==> src/rtl/mmu_dport_if.sv <==
// Core-side load/store bus of the data memory port.
// The core drives the request side; the port answers with ready/done/rdata/fault.
interface mmu_dport_if;
    logic        req;
    logic        we;
    logic        is_signed;
    logic [1:0]  size;
    logic [31:0] addr;
    logic [31:0] wdata;
    logic        ready;
    logic        done;
    logic [31:0] rdata;
    logic        fault;
    logic [1:0]  fault_cause;

    modport master (
        output req, we, is_signed, size, addr, wdata,
        input  ready, done, rdata, fault, fault_cause
    );

    modport slave (
        input  req, we, is_signed, size, addr, wdata,
        output ready, done, rdata, fault, fault_cause
    );
endinterface

==> src/rtl/mmu_dport.sv <==
// Data-side memory port: ROM/RAM/I/O window decode, byte-lane steering, load extension, fault reporting.
// Optional I/O wait timeout is enabled by defining MMU_IO_TIMEOUT_EN.
module mmu_dport #(
    parameter int          ROM_WORDS_LOG = 9,
    parameter logic [31:0] RAM_BASE      = 32'h1000_0000,
    parameter int          RAM_WORDS_LOG = 14,
    parameter logic [31:0] IO_BASE       = 32'h8000_0000,
    parameter int          IO_ADDR_W     = 8,
    parameter int          IO_TIMEOUT    = 15
) (
    input  logic                     clk,
    input  logic                     reset,
    mmu_dport_if.slave               bus,
    output logic [ROM_WORDS_LOG-1:0] rom_addr,
    input  logic [31:0]              rom_rdata,
    output logic [RAM_WORDS_LOG-1:0] ram_addr,
    output logic                     ram_we,
    output logic [3:0]               ram_wmask,
    output logic [31:0]              ram_wdata,
    input  logic [31:0]              ram_rdata,
    output logic                     io_en,
    output logic                     io_we,
    output logic [IO_ADDR_W-1:0]     io_addr,
    output logic [3:0]               io_be,
    output logic [31:0]              io_wdata,
    input  logic [31:0]              io_rdata,
    input  logic                     io_ack
);

    localparam int TMO_W = $clog2(IO_TIMEOUT + 1);
`ifdef MMU_IO_TIMEOUT_EN
    localparam logic TMO_EN = 1'b1;
`else
    localparam logic TMO_EN = 1'b0;
`endif

    typedef enum logic [2:0] {
        S_IDLE = 3'd0,
        S_MEM  = 3'd1,
        S_ERR  = 3'd2,
        S_IO   = 3'd3,
        S_RESP = 3'd4
    } state_t;

    state_t             state_r, state_nxt_s;
    logic               ready_s, acc_s;
    logic               misalign_s, fault_s;
    logic [1:0]         cause_s;
    logic [3:0]         mask_s;
    logic [31:0]        wdata_steer_s;
    logic               in_rom_s, in_ram_s, in_io_s;
    logic [29:0]        ram_off_s;
    logic [31:0]        io_off_s;
    logic               tmo_s;

    logic               we_r, signed_r, src_ram_r;
    logic [1:0]         size_r, off_r, cause_r;
    logic [31:0]        io_data_r;
    logic [TMO_W-1:0]   tmo_cnt_r;
    logic               io_en_r, io_we_r;
    logic [IO_ADDR_W-1:0] io_addr_r;
    logic [3:0]         io_be_r;
    logic [31:0]        io_wdata_r;

    function automatic logic [31:0] steer_wdata(input logic [31:0] d, input logic [1:0] sz);
        case (sz)
            2'b00:   steer_wdata = {4{d[7:0]}};
            2'b01:   steer_wdata = {2{d[15:0]}};
            default: steer_wdata = d;
        endcase
    endfunction

    function automatic logic [31:0] load_extract(input logic [31:0] w, input logic [1:0] off,
                                                 input logic [1:0] sz, input logic sgn);
        logic [31:0] sh;
        sh = w >> {off, 3'b000};
        case (sz)
            2'b00:   load_extract = {{24{sgn & sh[7]}}, sh[7:0]};
            2'b01:   load_extract = {{16{sgn & sh[15]}}, sh[15:0]};
            default: load_extract = sh;
        endcase
    endfunction

    assign ready_s   = (state_r != S_IO);
    assign acc_s     = bus.req && ready_s;
    assign bus.ready = ready_s;

    assign in_rom_s  = (bus.addr[31:ROM_WORDS_LOG+2] == '0);
    assign ram_off_s = bus.addr[31:2] - RAM_BASE[31:2];
    assign in_ram_s  = (ram_off_s[29:RAM_WORDS_LOG] == '0);
    assign io_off_s  = bus.addr - IO_BASE;
    assign in_io_s   = (io_off_s[31:IO_ADDR_W] == '0);

    assign wdata_steer_s = steer_wdata(bus.wdata, bus.size);

    // Lane mask and alignment check from size and low address bits
    always_comb begin
        misalign_s = 1'b0;
        mask_s     = 4'b0000;
        case (bus.size)
            2'b00: mask_s = 4'b0001 << bus.addr[1:0];
            2'b01: begin
                mask_s     = 4'b0011 << bus.addr[1:0];
                misalign_s = bus.addr[0];
            end
            2'b10: begin
                mask_s     = 4'b1111;
                misalign_s = (bus.addr[1:0] != 2'b00);
            end
            default: misalign_s = 1'b1;
        endcase
    end

    // Prioritised fault classification of the presented request
    always_comb begin
        fault_s = 1'b1;
        cause_s = 2'd0;
        if (misalign_s) begin
            cause_s = 2'd0;
        end else if (!(in_rom_s || in_ram_s || in_io_s)) begin
            cause_s = 2'd1;
        end else if (in_rom_s && bus.we) begin
            cause_s = 2'd2;
        end else begin
            fault_s = 1'b0;
        end
    end

    // Memory ports are driven straight from the request so data returns next cycle
    assign rom_addr  = bus.addr[ROM_WORDS_LOG+1:2];
    assign ram_addr  = ram_off_s[RAM_WORDS_LOG-1:0];
    assign ram_we    = acc_s && !fault_s && in_ram_s && !in_rom_s && bus.we;
    assign ram_wmask = mask_s;
    assign ram_wdata = wdata_steer_s;

    assign tmo_s = TMO_EN && (tmo_cnt_r == TMO_W'(IO_TIMEOUT - 1));

    // Next-state logic
    always_comb begin
        state_nxt_s = state_r;
        case (state_r)
            S_IO: begin
                if (io_ack) begin
                    state_nxt_s = S_RESP;
                end else if (tmo_s) begin
                    state_nxt_s = S_ERR;
                end else begin
                    state_nxt_s = S_IO;
                end
            end
            S_IDLE, S_MEM, S_ERR, S_RESP: begin
                if (!acc_s) begin
                    state_nxt_s = S_IDLE;
                end else if (fault_s) begin
                    state_nxt_s = S_ERR;
                end else if (in_rom_s || in_ram_s) begin
                    state_nxt_s = S_MEM;
                end else begin
                    state_nxt_s = S_IO;
                end
            end
            default: state_nxt_s = S_IDLE;
        endcase
    end

    // State register
    always_ff @(posedge clk) begin
        if (reset) state_r <= S_IDLE;
        else       state_r <= state_nxt_s;
    end

    // Request capture, I/O strobe registers and wait counter
    always_ff @(posedge clk) begin
        if (reset) begin
            we_r       <= 1'b0;
            signed_r   <= 1'b0;
            src_ram_r  <= 1'b0;
            size_r     <= 2'b00;
            off_r      <= 2'b00;
            cause_r    <= 2'd0;
            io_data_r  <= 32'h0000_0000;
            tmo_cnt_r  <= '0;
            io_en_r    <= 1'b0;
            io_we_r    <= 1'b0;
            io_addr_r  <= '0;
            io_be_r    <= 4'b0000;
            io_wdata_r <= 32'h0000_0000;
        end else begin
            io_en_r <= (state_nxt_s == S_IO);
            if (acc_s) begin
                we_r      <= bus.we;
                signed_r  <= bus.is_signed;
                src_ram_r <= !in_rom_s;
                size_r    <= bus.size;
                off_r     <= bus.addr[1:0];
                cause_r   <= cause_s;
            end
            if (acc_s && !fault_s && !in_rom_s && !in_ram_s) begin
                io_we_r    <= bus.we;
                io_addr_r  <= io_off_s[IO_ADDR_W-1:0];
                io_be_r    <= mask_s;
                io_wdata_r <= wdata_steer_s;
            end
            if (state_r == S_IO && io_ack) begin
                io_data_r <= io_rdata;
            end
            if (state_r == S_IO && !io_ack && tmo_s) begin
                cause_r <= 2'd3;
            end
            if (state_r == S_IO && !io_ack && !tmo_s) begin
                tmo_cnt_r <= tmo_cnt_r + TMO_W'(1);
            end else begin
                tmo_cnt_r <= '0;
            end
        end
    end

    assign io_en    = io_en_r;
    assign io_we    = io_we_r;
    assign io_addr  = io_addr_r;
    assign io_be    = io_be_r;
    assign io_wdata = io_wdata_r;

    // Completion outputs decoded from the done states
    always_comb begin
        bus.done        = 1'b0;
        bus.fault       = 1'b0;
        bus.fault_cause = 2'd0;
        bus.rdata       = 32'h0000_0000;
        case (state_r)
            S_MEM: begin
                bus.done = 1'b1;
                if (!we_r) begin
                    bus.rdata = load_extract(src_ram_r ? ram_rdata : rom_rdata, off_r, size_r, signed_r);
                end else begin
                    bus.rdata = 32'h0000_0000;
                end
            end
            S_RESP: begin
                bus.done = 1'b1;
                if (!we_r) begin
                    bus.rdata = load_extract(io_data_r, off_r, size_r, signed_r);
                end else begin
                    bus.rdata = 32'h0000_0000;
                end
            end
            S_ERR: begin
                bus.done        = 1'b1;
                bus.fault       = 1'b1;
                bus.fault_cause = cause_r;
            end
            default: bus.done = 1'b0;
        endcase
    end

endmodule
==> src/flat_wrapper.sv <==
// flat-port wrapper written by rule: the top's interface ports become plain ports
module mmu_dport_flat 
#(
    parameter int          ROM_WORDS_LOG = 9,
    parameter logic [31:0] RAM_BASE      = 32'h1000_0000,
    parameter int          RAM_WORDS_LOG = 14,
    parameter logic [31:0] IO_BASE       = 32'h8000_0000,
    parameter int          IO_ADDR_W     = 8,
    parameter int          IO_TIMEOUT    = 15
)
  (clk, reset, rom_addr, rom_rdata, ram_addr, ram_we, ram_wmask, ram_wdata, ram_rdata, io_en, io_we, io_addr, io_be, io_wdata, io_rdata, io_ack, bus_req, bus_we, bus_is_signed, bus_size, bus_addr, bus_wdata, bus_ready, bus_done, bus_rdata, bus_fault, bus_fault_cause);
  mmu_dport_if bus_i ();
  input  logic clk;
  input  logic reset;
  output logic [ROM_WORDS_LOG-1:0] rom_addr;
  input  logic [31:0] rom_rdata;
  output logic [RAM_WORDS_LOG-1:0] ram_addr;
  output logic ram_we;
  output logic [3:0] ram_wmask;
  output logic [31:0] ram_wdata;
  input  logic [31:0] ram_rdata;
  output logic io_en;
  output logic io_we;
  output logic [IO_ADDR_W-1:0] io_addr;
  output logic [3:0] io_be;
  output logic [31:0] io_wdata;
  input  logic [31:0] io_rdata;
  input  logic io_ack;
  input wire logic [$bits(bus_i.req)-1:0] bus_req;
  input wire logic [$bits(bus_i.we)-1:0] bus_we;
  input wire logic [$bits(bus_i.is_signed)-1:0] bus_is_signed;
  input wire logic [$bits(bus_i.size)-1:0] bus_size;
  input wire logic [$bits(bus_i.addr)-1:0] bus_addr;
  input wire logic [$bits(bus_i.wdata)-1:0] bus_wdata;
  output wire logic [$bits(bus_i.ready)-1:0] bus_ready;
  output wire logic [$bits(bus_i.done)-1:0] bus_done;
  output wire logic [$bits(bus_i.rdata)-1:0] bus_rdata;
  output wire logic [$bits(bus_i.fault)-1:0] bus_fault;
  output wire logic [$bits(bus_i.fault_cause)-1:0] bus_fault_cause;
  assign bus_i.req = bus_req;
  assign bus_i.we = bus_we;
  assign bus_i.is_signed = bus_is_signed;
  assign bus_i.size = bus_size;
  assign bus_i.addr = bus_addr;
  assign bus_i.wdata = bus_wdata;
  assign bus_ready = bus_i.ready;
  assign bus_done = bus_i.done;
  assign bus_rdata = bus_i.rdata;
  assign bus_fault = bus_i.fault;
  assign bus_fault_cause = bus_i.fault_cause;
  mmu_dport #(.ROM_WORDS_LOG(ROM_WORDS_LOG), .RAM_BASE(RAM_BASE), .RAM_WORDS_LOG(RAM_WORDS_LOG), .IO_BASE(IO_BASE), .IO_ADDR_W(IO_ADDR_W), .IO_TIMEOUT(IO_TIMEOUT)) u_core (.clk(clk), .reset(reset), .bus(bus_i), .rom_addr(rom_addr), .rom_rdata(rom_rdata), .ram_addr(ram_addr), .ram_we(ram_we), .ram_wmask(ram_wmask), .ram_wdata(ram_wdata), .ram_rdata(ram_rdata), .io_en(io_en), .io_we(io_we), .io_addr(io_addr), .io_be(io_be), .io_wdata(io_wdata), .io_rdata(io_rdata), .io_ack(io_ack));
endmodule
==> config.mk <==
export PLATFORM = sky130hd
export DESIGN_NAME = mmu_dport_flat
export DESIGN_NICKNAME = d
export VERILOG_FILES = /design/src/rtl/mmu_dport_if.sv /design/src/rtl/mmu_dport.sv /design/src/flat_wrapper.sv
export SDC_FILE = /design/constraint.sdc
export NUM_CORES = 1
export LEC_CHECK = 0
export ABC_AREA = 1
export CORE_MARGIN = 2
export CORE_UTILIZATION = 46
export CTS_CLUSTER_DIAMETER = 50
export DETAILED_ROUTE_END_ITERATION = 16
export PLACE_DENSITY = 0.86
export SKIP_CTS_REPAIR_TIMING = 1
export SLEW_MARGIN = 5
export SYNTH_ARGS = -nofsm -noshare
export SYNTH_HDL_FRONTEND = slang
export SYNTH_SLANG_ARGS = --single-unit
export TNS_END_PERCENT = 30
==> constraint.sdc <==
create_clock -name clk -period 2.7 [get_ports clk]
set_input_delay 0.405 -clock clk [delete_from_list [all_inputs] [get_ports clk]]
set_output_delay 0.405 -clock clk [all_outputs]
set_load 0.01 [all_outputs]
# ---- After elaboration in Yosys (flattened, before gate mapping)
# Index checks and enable logic that the tools add are counted.
dict set report op_classes {
  bitwise_logic 4
  add_sub_neg 2
  muxes 23
  reduce_logical 23
  shifts 4
  n_eq_ne 9
}
# cell count
set ops {}
lappend ops {{$pmux W32 S2} 4}
lappend ops {{$mux W32} 3}
lappend ops {{$shr A32 B5 Y32} 2}
lappend ops {{$sub A32 B32 Y32 const B} 1}
lappend ops {{$sub A30 B27 Y30 const B} 1}
lappend ops {{$logic_not A24 Y1} 1}
lappend ops {{$logic_not A21 Y1} 1}
lappend ops {{$logic_not A16 Y1} 1}
lappend ops {{$pmux W4 S3} 1}
lappend ops {{$mux W2} 5}
lappend ops {{$eq A3 B2 Y1 const B} 3}
lappend ops {{$logic_and A1 B1 Y1} 9}
lappend ops {{$mux W3} 3}
lappend ops {{$pmux W3 S2} 1}
lappend ops {{$mux W1} 5}
lappend ops {{$and A1 B1 Y1} 4}
lappend ops {{$eq A2 B1 Y1 const B} 2}
lappend ops {{$logic_not A2 Y1} 2}
lappend ops {{$reduce_or A4 Y1} 1}
lappend ops {{$shl A1 B2 Y4 const A} 1}
lappend ops {{$shl A2 B2 Y4 const A} 1}
lappend ops {{$eq A3 B1 Y1 const B} 1}
lappend ops {{$eq A3 B3 Y1 const B} 1}
lappend ops {{$logic_not A1 Y1} 3}
lappend ops {{7 further kinds} 8}
dict set report word_totals {
  inputBits 168
  output_inout_bits 143
  register_bits 90
  wordCells 78
}

# ---- Longest topological paths before layout
dict set report depth {
  depth_word 11
  ltp_mapped 13
  depth_no_buf 12
}

# ---- Worst setup path before layout
# OpenSTA, ideal clock, no wires.
dict set report synth_timing {
  path_type {input to output}
  startpoint {in bus_addr[26]}
  endpoint {out ram_we}
  stages 10
  arrival_ps 1543
  n_path_buf 1
  slack_ps 752
  t_required_ps 2295
  cell_sequence {nor2_1 -> nand2_1 -> nor2_2 -> nand3_2 -> nand2_1 -> nor2_1 -> nor2_4 -> buf_6 -> nand2_1 -> nor3_1}
}
dict set report synth_via {
  elab_chain_cells 11
  word_cells_on_any_way 17
  cone_classes {add/sub: 2; mux: 3; reduce/logical: 12}
}
# item line_no
set synth_lines {}
lappend synth_lines {{from (decl)} flat_wrapper.sv:33} ;# input wire logic [$bits(bus_i.addr)-1:0] bus_addr;
lappend synth_lines {{$sub A30 B27 Y30} mmu_dport.sv:89} ;# assign ram_off_s = bus.addr[31:2] - RAM_BASE[31:2];
lappend synth_lines {{$logic_not A16 Y1} mmu_dport.sv:90} ;# assign in_ram_s = (ram_off_s[29:RAM_WORDS_LOG] == '0);
lappend synth_lines {{$logic_or A1 B1 Y1 (2 in series)} mmu_dport.sv:120} ;# end else if (!(in_rom_s || in_ram_s || in_io_s)) begin
lappend synth_lines {{$mux W1} mmu_dport.sv:120}
lappend synth_lines {{$mux W1} mmu_dport.sv:118} ;# if (misalign_s) begin
lappend synth_lines {{$logic_not A1 Y1} mmu_dport.sv:132} ;# assign ram_we = acc_s && !fault_s && in_ram_s && !in_rom_s && bus.we;
lappend synth_lines {{$logic_and A1 B1 Y1 (2 in series)} mmu_dport.sv:132}
lappend synth_lines {{$logic_and A1 B1 Y1 (*) (2 in series)} mmu_dport.sv:132}
lappend synth_lines {{to (decl)} flat_wrapper.sv:18} ;# output logic ram_we;
# Every way passes the cells marked *; elsewhere a longest branch is shown, timed or not.

# ---- Final worst setup path
dict set report layout_timing {
  startpoint {reg u_core.src_ram_r}
  endpoint {out bus_rdata[11]}
}
dict set report layout_via {
  elab_chain_cells 6
}
# item line_no
set layout_lines {}
lappend layout_lines {{from (decl)} mmu_dport.sv:56} ;# logic we_r, signed_r, src_ram_r;
lappend layout_lines {{from (signal assigned)} mmu_dport.sv:193} ;# src_ram_r <= !in_rom_s;
lappend layout_lines {{$mux W32 (*)} mmu_dport.sv:234} ;# bus.rdata = load_extract(src_ram_r ? ram_rdata : rom_rdata, off_r, size_r, signed_r);
lappend layout_lines {{$shr A32 B5 Y32 (*)} mmu_dport.sv:76} ;# sh = w >> {off, 3'b000};
lappend layout_lines {{$and A1 B1 Y1} mmu_dport.sv:78} ;# 2'b00: load_extract = {{24{sgn & sh[7]}}, sh[7:0]};
lappend layout_lines {{$pmux W32 S2 (*)} mmu_dport.sv:77} ;# case (sz)
lappend layout_lines {{$mux W32 (*)} mmu_dport.sv:233} ;# if (!we_r) begin
lappend layout_lines {{$pmux W32 S2 (*)} mmu_dport.sv:230} ;# case (state_r)
lappend layout_lines {{to (decl)} flat_wrapper.sv:37} ;# output wire logic [$bits(bus_i.rdata)-1:0] bus_rdata;
# Marked as above.

==> run metrics <==
status finished, violations left; violated checks setup timing; gpl congestion 0.961; IO Pins between 300 and 400; TritonRoute pass-1 iters 6; Peak VDD IR 0.323 mV; Hold Crit Class flip-flop to flip-flop; CTS Root Cell clkbuf_16; Worst Max-Slew Pin Slew between 0.4 and 0.5 ns; total CTS buffers 9; Top FF cell, synth dfxtp_1; Setup violations, final 9; Crit Path Class flip-flop to output pin; syn_area_per_cell approximately 6 sq um; Die H roughly 120 um; initial DRC count between 700 and 800; DIE WIDTH ~120 um; dominant cells by area after synthesis dfxtp_1, nand2_1, o21ai_0, nor2_1, a21oi_1; area share of the largest cell type after synthesis a little over a quarter; layout cell share with drive strength beyond 1 between 10% and 20%; vias in the first global route a little under 8000; largest net degree at the start of global routing a little under 70; max incr delay on CP 0.48 ns; Seq/Total Area, Yosys 26.9%; Gate power share 28.6%; drc violations 0; final core occ between 70% and 80%; total track usage around 31%; Internal about 2.6 mW; CTS tree yes; Slew headroom between 60% and 70%; initial antenna violation count 1; antenna-violating nets left 0; crit-path most repeated cell nand2_1; Critical Path End Type output pin; switch share slightly below 30%; count of final hold-check violations 0; leakage power approximately 5 nW; fin nets 1575; Mapped Nets about 1300; Final Instance Area around 10000 sq um; CORE AREA 14400 sq um; Die ar. 15600 sq um; Post-DP HPWL approximately 20000 um; crit-path max FO 6; GR Layer Usage met1 about a third; Area after DPL slightly below 10000 sq um; grt met2 use 53.1%; sequential power share between 30 and 40%; Tmin final about 2.8 ns; drt total wl approximately 26000 um; most common cell after layout, fill and taps aside nand2_1; PortBufs between 300 and 400; Placed Cells about 1600; via/cell ratio roughly 5.3; global-route wire length before repair 38900 um; Pwr per Cell Area 350 nW/um^2; Clk pwr share 34.3%; Clock Latency Late Sink ~0.34 ns; final worst slack -0.138 ns; fmax ~350 MHz; Routed wire per std cell 16.5 um; biggest area consumer among synthesized cells dfxtp_1; Finished Layout Cells ~1600; clock sink count 90; switching power 1.07 mW; unrepaired setup endpoints after global routing true; Synth Instances about 1100; Critical Path AT ~2.4 ns; Syn. warnings 0; CP cell instances clkinvlp_4 -> nand2_1 -> nand2_2 -> o211ai_1 -> nand2_1 -> nand2_4 -> buf_4 -> o21ai_0 -> a21o_1 -> clkdlybuf4s50_1; slowest cell on the critical path clkdlybuf4s50_1; Netlist cell types 39; grt total ovfl 0; Row Count 44; area grow syn2layout 55.8%; Synth Cell Area approximately 6700 sq um; Critical Path RT approximately 2.3 ns; Clock Skews roughly 0.0041 ns; H-tree depth 3; Setup Slack @ Placement -0.0408 ns; Final Cycle Share 105%; maximum capacitance violations 0; Worst-path clk slew 0.07 ns; Final Max Slew Viols 0; Initial Util a little under half; Post-synth EDFFs 0; clock buffer depth 2; #FFs+latches synth 90; commonest cells after routing, fill and taps aside nand2_1, clkdlybuf4s50_1, o21ai_0, nor2_1, inv_1; Async S/R FF share, synth 0%; Most Crowded Layer GR met2; startpoint class of the critical path flip-flop; M3 GR Usage 8.42%; via count between 8000 and 9000
[cell usage after synthesis, drive strengths merged (2+ instances only)]
cell type  instances
nand2            320
nand4             43
or2               16
mux2i              7
o21ai            136
clkinv             2
dfxtp             90
nand3             43
inv              123
clkbuf            34
nor3               4
o211ai             4
nor2             132
a21oi             81
o31ai              4
a21o               7
buf               70
[worst max-delay path: cells and delay by family, from the launching register on]
family | cells | cell delay (ns)
DFF | 1 | 0.43
buffers and inverters | 3 | 0.80
AOI/OAI and AO/OA | 3 | 0.41
and+or+nand+nor | 4 | 0.43
[layout make-up]
type	count	area, sq um
Clock buffer	9	225
Tap cell	184	230
Antenna cell	1	2.50
Inverter	125	479
Fill cell	1166	3920
Sequential cell	90	1810
Clock inverter	7	68.8
Multi-Input combinational cell	803	3840
Timing Repair Buffer	378	3790
[cells by family after synthesis]
kind of cell,Yosys count,synth area share [%]
compound gates,235,18.4
buf+inv,229,16.7
flops,90,26.9
mux,7,1.04
simple gates,560,37.0
[power by group through the flow]
stage	clock (mW)	combinational, mW	sequential, mW
finish	1.25	1.05	1.35
global route	1.32	1.12	1.35
CTS	1.27	0.967	1.35
detailed placement	0	0.962	1.38
global placement	0	0.956	1.38
floorplan	0	0.456	1.37
[stage by stage]
stage               setup TNS [ns]  hold WS [ns]  power [mW]
finish                      -0.589         0.462        3.65
global placement           -0.0470         0.438        2.34
global route                 -1.60         0.482        3.79
floorplan                        0         0.425        1.83
detailed placement          -0.207         0.445        2.34
CTS                          -6.21         0.454        3.59
[per-layer routing]
| metal | up-vias | share of wire (%) |
|---|---|---|
| li1 | 4136 | - |
| met1 | 3755 | 38 |
| met2 | 465 | 48 |
| met3 | 88 | 9.1 |
| met4 | 0 | 5.4 |
| met5 | - | 0 |
[sequential cells by signal (all words and copies together), names as in the netlist]
signal and cells:
u_core.io_data_r 32, u_core.io_wdata 32, u_core.io_addr 8, u_core.io_be 4, u_core.state_r 3, u_core.cause_r 2
u_core.off_r 2, u_core.size_r 2, u_core.io_en 1, u_core.io_we 1, u_core.signed_r 1, u_core.src_ram_r 1
u_core.we_r 1
[worst paths after layout]
path                                       to                        startpoint  slack (ns)  depth (start not counted)
max                             bus_rdata[11]     u_core.src_ram_r$_SDFFE_PP0P_       -0.14                         10
min          u_core.io_data_r[0]$_SDFFE_PP0P_  u_core.io_data_r[0]$_SDFFE_PP0P_        0.46                          2
max reg2reg   u_core.io_wdata[0]$_SDFFE_PP0P_      u_core.state_r[2]$_SDFF_PP0_        0.83                         10
min reg2reg  u_core.io_data_r[0]$_SDFFE_PP0P_  u_core.io_data_r[0]$_SDFFE_PP0P_        0.46                          2
Power figures use the tool's default switching activity.
